**src/rtl/reg_rename_file_pkg.sv**
```systemverilog
// Shared sizing, index/tag/word types and the x0 constant for the register rename file.
package reg_rename_file_pkg;

  localparam int ROB_SIZE_LOG = 4;
  localparam int REG_NUM      = 32;
  localparam int REG_IDX_W    = $clog2(REG_NUM);
  localparam int XLEN         = 32;

  typedef logic [ROB_SIZE_LOG-1:0] rob_id_t;
  typedef logic [REG_IDX_W-1:0]    reg_idx_t;
  typedef logic [XLEN-1:0]         word_t;

  localparam reg_idx_t REG_ZERO = '0;

  function automatic logic is_zero_reg(reg_idx_t r);
    return r == REG_ZERO;
  endfunction

endpackage

```
**src/rtl/reg_rename_file_if.sv**
```systemverilog
// Issue/commit/read bundle between the issue stage, the ROB commit port and the rename file.
interface reg_rename_file_if;
  import reg_rename_file_pkg::*;

  logic     issue_valid;
  reg_idx_t issue_rd;
  rob_id_t  issue_robid;

  reg_idx_t rs1_idx;
  reg_idx_t rs2_idx;
  logic     rs1_busy;
  logic     rs2_busy;
  rob_id_t  rs1_robid;
  rob_id_t  rs2_robid;
  word_t    rs1_value;
  word_t    rs2_value;

  logic     commit_enable;
  reg_idx_t commit_regid;
  word_t    commit_value;
  rob_id_t  commit_robid;

  logic     pred_fail_flag;

  modport master (
    output issue_valid, issue_rd, issue_robid,
    output rs1_idx, rs2_idx,
    input  rs1_busy, rs2_busy, rs1_robid, rs2_robid, rs1_value, rs2_value,
    output commit_enable, commit_regid, commit_value, commit_robid,
    output pred_fail_flag
  );

  modport slave (
    input  issue_valid, issue_rd, issue_robid,
    input  rs1_idx, rs2_idx,
    output rs1_busy, rs2_busy, rs1_robid, rs2_robid, rs1_value, rs2_value,
    input  commit_enable, commit_regid, commit_value, commit_robid,
    input  pred_fail_flag
  );

endinterface

```
**src/rtl/reg_rename_file_rrf_read_port.sv**
```systemverilog
// One combinational source-operand read: x0 forcing, same-cycle commit bypass, else table lookup.
module rrf_read_port
  import reg_rename_file_pkg::*;
(
  input  reg_idx_t             idx,
  input  logic [REG_NUM-1:0]   busy_vec,
  input  rob_id_t              tag_arr   [REG_NUM],
  input  word_t                value_arr [REG_NUM],
  input  logic                 commit_live,
  input  reg_idx_t             commit_regid,
  input  word_t                commit_value,
  input  rob_id_t              commit_robid,
  output logic                 busy,
  output rob_id_t              robid,
  output word_t                value
);

  always_comb begin
    busy  = 1'b0;
    robid = '0;
    value = '0;
    if (!is_zero_reg(idx)) begin
      robid = tag_arr[idx];
      // A commit landing this cycle for the newest producer resolves the operand immediately.
      if (commit_live && commit_regid == idx && busy_vec[idx] &&
          tag_arr[idx] == commit_robid) begin
        busy  = 1'b0;
        value = commit_value;
      end else begin
        busy  = busy_vec[idx];
        value = value_arr[idx];
      end
    end
  end

endmodule

```
**src/rtl/reg_rename_file.sv**
```systemverilog
// Architectural register file plus rename tags; issue renames rd, ROB commit retires values.
module reg_rename_file
  import reg_rename_file_pkg::*;
(
  input  logic                 clk,
  input  logic                 rst,
  input  logic                 rdy,
  reg_rename_file_if.slave     bus
);

  word_t              value_q [REG_NUM];
  word_t              value_d [REG_NUM];
  rob_id_t            tag_q   [REG_NUM];
  rob_id_t            tag_d   [REG_NUM];
  logic [REG_NUM-1:0] busy_q;
  logic [REG_NUM-1:0] busy_d;

  logic commit_live;
  logic issue_live;

  assign commit_live = rdy && bus.commit_enable;
  assign issue_live  = rdy && bus.issue_valid && !bus.pred_fail_flag &&
                       !is_zero_reg(bus.issue_rd);

  // Statement order sets priority: flush overrides issue, issue overrides commit-clear.
  always_comb begin
    value_d = value_q;
    tag_d   = tag_q;
    busy_d  = busy_q;
    if (commit_live && !is_zero_reg(bus.commit_regid)) begin
      value_d[bus.commit_regid] = bus.commit_value;
      if (busy_q[bus.commit_regid] && tag_q[bus.commit_regid] == bus.commit_robid)
        busy_d[bus.commit_regid] = 1'b0;
    end
    if (rdy && bus.pred_fail_flag) begin
      busy_d = '0;
    end else if (issue_live) begin
      busy_d[bus.issue_rd] = 1'b1;
      tag_d[bus.issue_rd]  = bus.issue_robid;
    end
  end

  always_ff @(posedge clk or posedge rst) begin
    if (rst) begin
      value_q <= '{default: '0};
      tag_q   <= '{default: '0};
      busy_q  <= '0;
    end else if (rdy) begin
      value_q <= value_d;
      tag_q   <= tag_d;
      busy_q  <= busy_d;
    end
  end

  rrf_read_port u_rs1 (
    .idx          (bus.rs1_idx),
    .busy_vec     (busy_q),
    .tag_arr      (tag_q),
    .value_arr    (value_q),
    .commit_live  (commit_live),
    .commit_regid (bus.commit_regid),
    .commit_value (bus.commit_value),
    .commit_robid (bus.commit_robid),
    .busy         (bus.rs1_busy),
    .robid        (bus.rs1_robid),
    .value        (bus.rs1_value)
  );

  rrf_read_port u_rs2 (
    .idx          (bus.rs2_idx),
    .busy_vec     (busy_q),
    .tag_arr      (tag_q),
    .value_arr    (value_q),
    .commit_live  (commit_live),
    .commit_regid (bus.commit_regid),
    .commit_value (bus.commit_value),
    .commit_robid (bus.commit_robid),
    .busy         (bus.rs2_busy),
    .robid        (bus.rs2_robid),
    .value        (bus.rs2_value)
  );

endmodule
```
**src/flat_wrapper.sv**
```systemverilog
// flat-port wrapper written by rule: the top's interface ports become plain ports
module reg_rename_file_flat import reg_rename_file_pkg::*;
  (clk, rst, rdy, bus_issue_valid, bus_issue_rd, bus_issue_robid, bus_rs1_idx, bus_rs2_idx, bus_rs1_busy, bus_rs2_busy, bus_rs1_robid, bus_rs2_robid, bus_rs1_value, bus_rs2_value, bus_commit_enable, bus_commit_regid, bus_commit_value, bus_commit_robid, bus_pred_fail_flag);
  reg_rename_file_if bus_i ();
  input  logic clk;
  input  logic rst;
  input  logic rdy;
  input wire logic [$bits(bus_i.issue_valid)-1:0] bus_issue_valid;
  input wire logic [$bits(bus_i.issue_rd)-1:0] bus_issue_rd;
  input wire logic [$bits(bus_i.issue_robid)-1:0] bus_issue_robid;
  input wire logic [$bits(bus_i.rs1_idx)-1:0] bus_rs1_idx;
  input wire logic [$bits(bus_i.rs2_idx)-1:0] bus_rs2_idx;
  output wire logic [$bits(bus_i.rs1_busy)-1:0] bus_rs1_busy;
  output wire logic [$bits(bus_i.rs2_busy)-1:0] bus_rs2_busy;
  output wire logic [$bits(bus_i.rs1_robid)-1:0] bus_rs1_robid;
  output wire logic [$bits(bus_i.rs2_robid)-1:0] bus_rs2_robid;
  output wire logic [$bits(bus_i.rs1_value)-1:0] bus_rs1_value;
  output wire logic [$bits(bus_i.rs2_value)-1:0] bus_rs2_value;
  input wire logic [$bits(bus_i.commit_enable)-1:0] bus_commit_enable;
  input wire logic [$bits(bus_i.commit_regid)-1:0] bus_commit_regid;
  input wire logic [$bits(bus_i.commit_value)-1:0] bus_commit_value;
  input wire logic [$bits(bus_i.commit_robid)-1:0] bus_commit_robid;
  input wire logic [$bits(bus_i.pred_fail_flag)-1:0] bus_pred_fail_flag;
  assign bus_i.issue_valid = bus_issue_valid;
  assign bus_i.issue_rd = bus_issue_rd;
  assign bus_i.issue_robid = bus_issue_robid;
  assign bus_i.rs1_idx = bus_rs1_idx;
  assign bus_i.rs2_idx = bus_rs2_idx;
  assign bus_rs1_busy = bus_i.rs1_busy;
  assign bus_rs2_busy = bus_i.rs2_busy;
  assign bus_rs1_robid = bus_i.rs1_robid;
  assign bus_rs2_robid = bus_i.rs2_robid;
  assign bus_rs1_value = bus_i.rs1_value;
  assign bus_rs2_value = bus_i.rs2_value;
  assign bus_i.commit_enable = bus_commit_enable;
  assign bus_i.commit_regid = bus_commit_regid;
  assign bus_i.commit_value = bus_commit_value;
  assign bus_i.commit_robid = bus_commit_robid;
  assign bus_i.pred_fail_flag = bus_pred_fail_flag;
  reg_rename_file u_core (.clk(clk), .rst(rst), .rdy(rdy), .bus(bus_i));
endmodule
```
**config.mk**
```make
export PLATFORM = sky130hd
export DESIGN_NAME = reg_rename_file_flat
export DESIGN_NICKNAME = d
export VERILOG_FILES = /design/src/rtl/reg_rename_file_pkg.sv /design/src/rtl/reg_rename_file_if.sv /design/src/rtl/reg_rename_file_rrf_read_port.sv /design/src/rtl/reg_rename_file.sv /design/src/flat_wrapper.sv
export SDC_FILE = /design/constraint.sdc
export NUM_CORES = 2
export LEC_CHECK = 0
export CORE_ASPECT_RATIO = 0.75
export CORE_MARGIN = 5
export CORE_UTILIZATION = 55
export DETAILED_ROUTE_END_ITERATION = 8
export PLACE_DENSITY = 0.75
export SLEW_MARGIN = 20
export SYNTH_ARGS = -nofsm -noshare
export SYNTH_HDL_FRONTEND = slang
export SYNTH_SLANG_ARGS = --single-unit
export TNS_END_PERCENT = 5
```
**constraint.sdc**
```tcl
create_clock -name clk -period 45.1 [get_ports clk]
set_clock_uncertainty 0.15 [all_clocks]
set_input_delay 9.02 -clock clk [delete_from_list [all_inputs] [get_ports clk]]
set_output_delay 9.02 -clock clk [all_outputs]
set_load 0.02 [all_outputs]
```
==> reports/metrics.csv <==
stage,metric,value,unit
worst_setup_path,required time at the worst-slack endpoint,35.93,ns
worst_setup_path,series of cell instances along the critical path,clkdlybuf4s50_1 > inv_6 > buf_4 > mux4_2 > mux2i_1 > xor2_1 > nand3_1 > a2111oi_4 > buf_4 > mux2i_1 > clkdlybuf4s50_1,
power,"IR drop worst, VDD",0.0320,mV
drt,Met2 Routed Length,86800,um
timing,Slew HR,22.7,%
timing,final count of negative-setup-slack endpoints,0,
clock_network,hold_buf cts,0,
timing,post-route fraction of the period consumed by the critical path,52.3,%
drt,average wire per standard cell,32.7,um
drt,M1 WL,75400,um
power,leakage power figure,31.4,nW
synth,proportion of synthesized chip area in sequential cells,45.3,%
finish,Filler Cells Inserted,8643,
synth,proportion of netlist area held by the largest area contributor,45.3,%
clock_network,Post-CTS Setup Bufs,0,
power,portion of total power attributed to combinational logic,17.7,%
clock_network,total clock sinks,1184,
clock_network,Clock Pin Slew Worst Setup and Hold Paths,0.06,ns
synth,Mean Syn Cell Area,15.6,sq um
placed_design,last weighted congestion value of the routability-driven placer,0.952,
synth,Synth Area in Adders,0,%
floorplanning,Site Rows,109,
timing,final worst path period need,23.61,ns
drt,routed length on met3,17800,um
drt,via density per instance,7.10,
timing,total count of hold-check failures in the final report,0,
clock_network,Num CTS Buffers,116,
power,switching share of total power,26.1,%
synth,dominant register cell in the synthesized netlist,sky130_fd_sc_hd__dfrtp_1,
drt,total routed wirelength,187000,um
worst_setup_path,Crit. End Element,primary output,
timing,final sum of negative setup slack,0,ns
timing,setup repair after global routing missed its margin,false,
floorplanning,top-level port count,140,
finish,relative area change from synthesis to final layout,9.78,%
finish,share of final-layout standard cells stronger than drive strength 1,54.5,%
floorplanning,die footprint,126000,sq um
worst_setup_path,type of element launching the critical path,input port,
floorplanning,Die Height,309,um
drt,number of DRC markers in iteration 0,4659,
floorplanning,area inside the core boundary,118000,sq um
synth,Unique masters post-synth,51,
clock_network,Longest Clk Path Bufs,3,
power,net switching component of the power,734,uW
global_route,largest net degree at the start of global routing,174,
finish,"commonest non-fill, non-tap cells in the layout","1184 x sky130_fd_sc_hd__dfrtp_1, 1153 x sky130_fd_sc_hd__mux2_2, 744 x sky130_fd_sc_hd__mux4_2",
run_status,result of the run,finished clean,
synth,ys async rst share,100,%
floorplanning,initial standard-cell utilization of the core,55.5,%
global_route,antenna violations before repair,1,
drt,vias after detailed routing,40600,
synth,simple logic cell fraction of the synthesized area,2.73,%
worst_setup_path,data arrival at the endpoint of the critical path,14.44,ns
worst_setup_path,crit-path max cell delay,0.79,ns
synth,Cells after Synth,4196,
floorplanning,Die X,408,um
power,power density of the placed cells,39.2,nW/um^2
synth,Synth Net Count,4262,
finish,# nets final,4128,
timing,Final Max Slew Viols,0,
global_route,total overflow reported by the global router,0,
drt,Residual DRC,0,
global_route,global-route wire length before repair,282000,um
clock_network,insertion delay to the later sink of the worst-skew pair,0.74,ns
power,total power,2.81,mW
clock_network,number of gates resized after CTS,0,
clock_network,CTS H-Tree Depth,3,
synth,most area-consuming cells after synthesis,"sky130_fd_sc_hd__dfrtp_1 45%, sky130_fd_sc_hd__mux4_2 26%, sky130_fd_sc_hd__mux2_2 20%, sky130_fd_sc_hd__clkbuf_1 2.0%, sky130_fd_sc_hd__mux2i_1 1.8%",
finish,most common library cell in the layout ignoring fill and taps,sky130_fd_sc_hd__dfrtp_1,
run,number of violations of the max-capacitance limit,0,
timing,Fmax,42.4,MHz
placed_design,post-detailed-placement half-perimeter wirelength,105000,um
finish,antenna diode count,0,
power,Sequential Power Share,45.7,%
synth,yosys synthesis warning count,0,
worst_setup_path,master of the slowest instance on the critical path,sky130_fd_sc_hd__buf_4,
worst_setup_path,worst-path maximum fanout,42,
drt,Initial DRT Pass Iterations,6,
global_route,vias in the first global route,41800,
placed_design,number of input and output port buffers inserted,139,
clock_network,TritonCTS clock tree,done,
hold_path,path class of the lowest-slack min-delay path,reg -> reg,
synth,share of the synthesized area in compound gates (AO/OA/AOI/OAI),1.53,%
synth,count of state elements after synthesis,1184,
synth,main combinational cell family by area after synthesis,multiplexers,
synth,mux share of post-synthesis cell area,47.3,%
synth,Synth Area in XOR/XNOR,0.241,%
synth,post-synthesis cell type with the largest combined area,sky130_fd_sc_hd__dfrtp_1,
clock_network,CTS Root Buffer Type,sky130_fd_sc_hd__clkbuf_16,
worst_setup_path,Worst Setup Path Type,in -> out,
global_route,GRT Total Usage,29.9,%
synth,count of flip-flops with a built-in enable after synthesis,0,
drt,Routed Antenna Nets,0,
drt,topmost layer with routed signal wires,met4,
power,internal power,2.08,mW
synth,netlist area before placement,65400,sq um
timing,worst slew pin tran,1.16,ns
power,clock network fraction of design power,36.6,%
-- synth_stat cells, drive strengths merged (28+ instances only) --
cell       n
nand2b    36
nor2      44
a22oi     34
o211ai    33
dfrtp   1184
mux2i    117
clkbuf   353
nand3     28
mux2    1153
mux4     744
buf      130
nand2    154
-- metrics by stage --
stage	worst slack, ns	area, sq um	hold slack (ns)	util, %	std cells
after global placement	21.38	67900	0.226	57.5	5498
after detailed placement	21.42	67800	0.233	57.5	5498
after CTS	21.41	71900	0.247	60.9	5714
after global routing	21.12	71800	0.257	60.9	5714
after floorplan	2.58	65400	0.291	-	4196
final	21.49	71800	0.246	60.9	5714
-- worst max-delay path: cells and delay by family --
kind / cells / cell delay [ns]
xor+xnor: 1 / 0.18
simple gates: 1 / 0.17
mux: 3 / 1.30
compound gates: 1 / 0.33
buf+inv: 5 / 3.34
-- power by group through the flow --
stage / Clock, mW / Combinational, mW / Sequential (mW)
detailed placement: 0 / 0.498 / 1.30
floorplan: 0 / 0.386 / 1.27
CTS: 1.04 / 0.500 / 1.28
global placement: 0 / 0.488 / 1.29
global route: 1.09 / 0.533 / 1.30
finish: 1.03 / 0.498 / 1.29
-- logic make-up (layout without fill, tap and decap cells) --
family / Yosys count / after routing
AOI/OAI and AO/OA: 133 / 133
DFF: 1184 / 1184
buffers and inverters: 489 / 453
and+or+nand+nor: 358 / 358
xor gates and xnor gates: 18 / 18
muxes: 2014 / 2014
-- registers in the layout (all words and copies together) (netlist names) --
signal and count:
u_core.busy_q 32, u_core.tag_q 128, u_core.value_q 1024
-- area by class of cell --
| cell class | count | area [sq um] | area share, % |
|---|---|---|---|
| Multi-Input combinational cell | 2523 | 34100 | 47.5 |
| Inverter | 6 | 35.0 | 0.0488 |
| Tap cell | 1554 | 1940 | 2.71 |
| Clock inverter | 56 | 679 | 0.946 |
| Timing Repair Buffer | 231 | 2090 | 2.91 |
| Sequential cell | 1184 | 29600 | 41.3 |
| Clock buffer | 160 | 3340 | 4.65 |
-- layer usage --
layer	track usage (%)	vias to the layer above
met5	0	-
met2	46.3	2107
met3	7.24	435
met1	42.8	21900
met4	9.29	0
li1	-	16100
-- final timing paths --
kind	from	end	slack, ns	cells past startpoint
worst max-delay path	bus_rs2_idx[3]	bus_rs2_value[11]	21.49	11
worst min-delay path	u_core.value_q[1011]	u_core.value_q[1011]	0.25	0
worst max register to register	u_core.tag_q[0]	u_core.busy_q[11]	41.80	8
worst min register to register	u_core.value_q[1011]	u_core.value_q[1011]	0.25	0
max in group asynchronous	rst	u_core.value_q[334]	32.01	6
min in group asynchronous	rst	u_core.tag_q[67]	8.67	2
No activity file was read; power rests on OpenSTA's default activity.
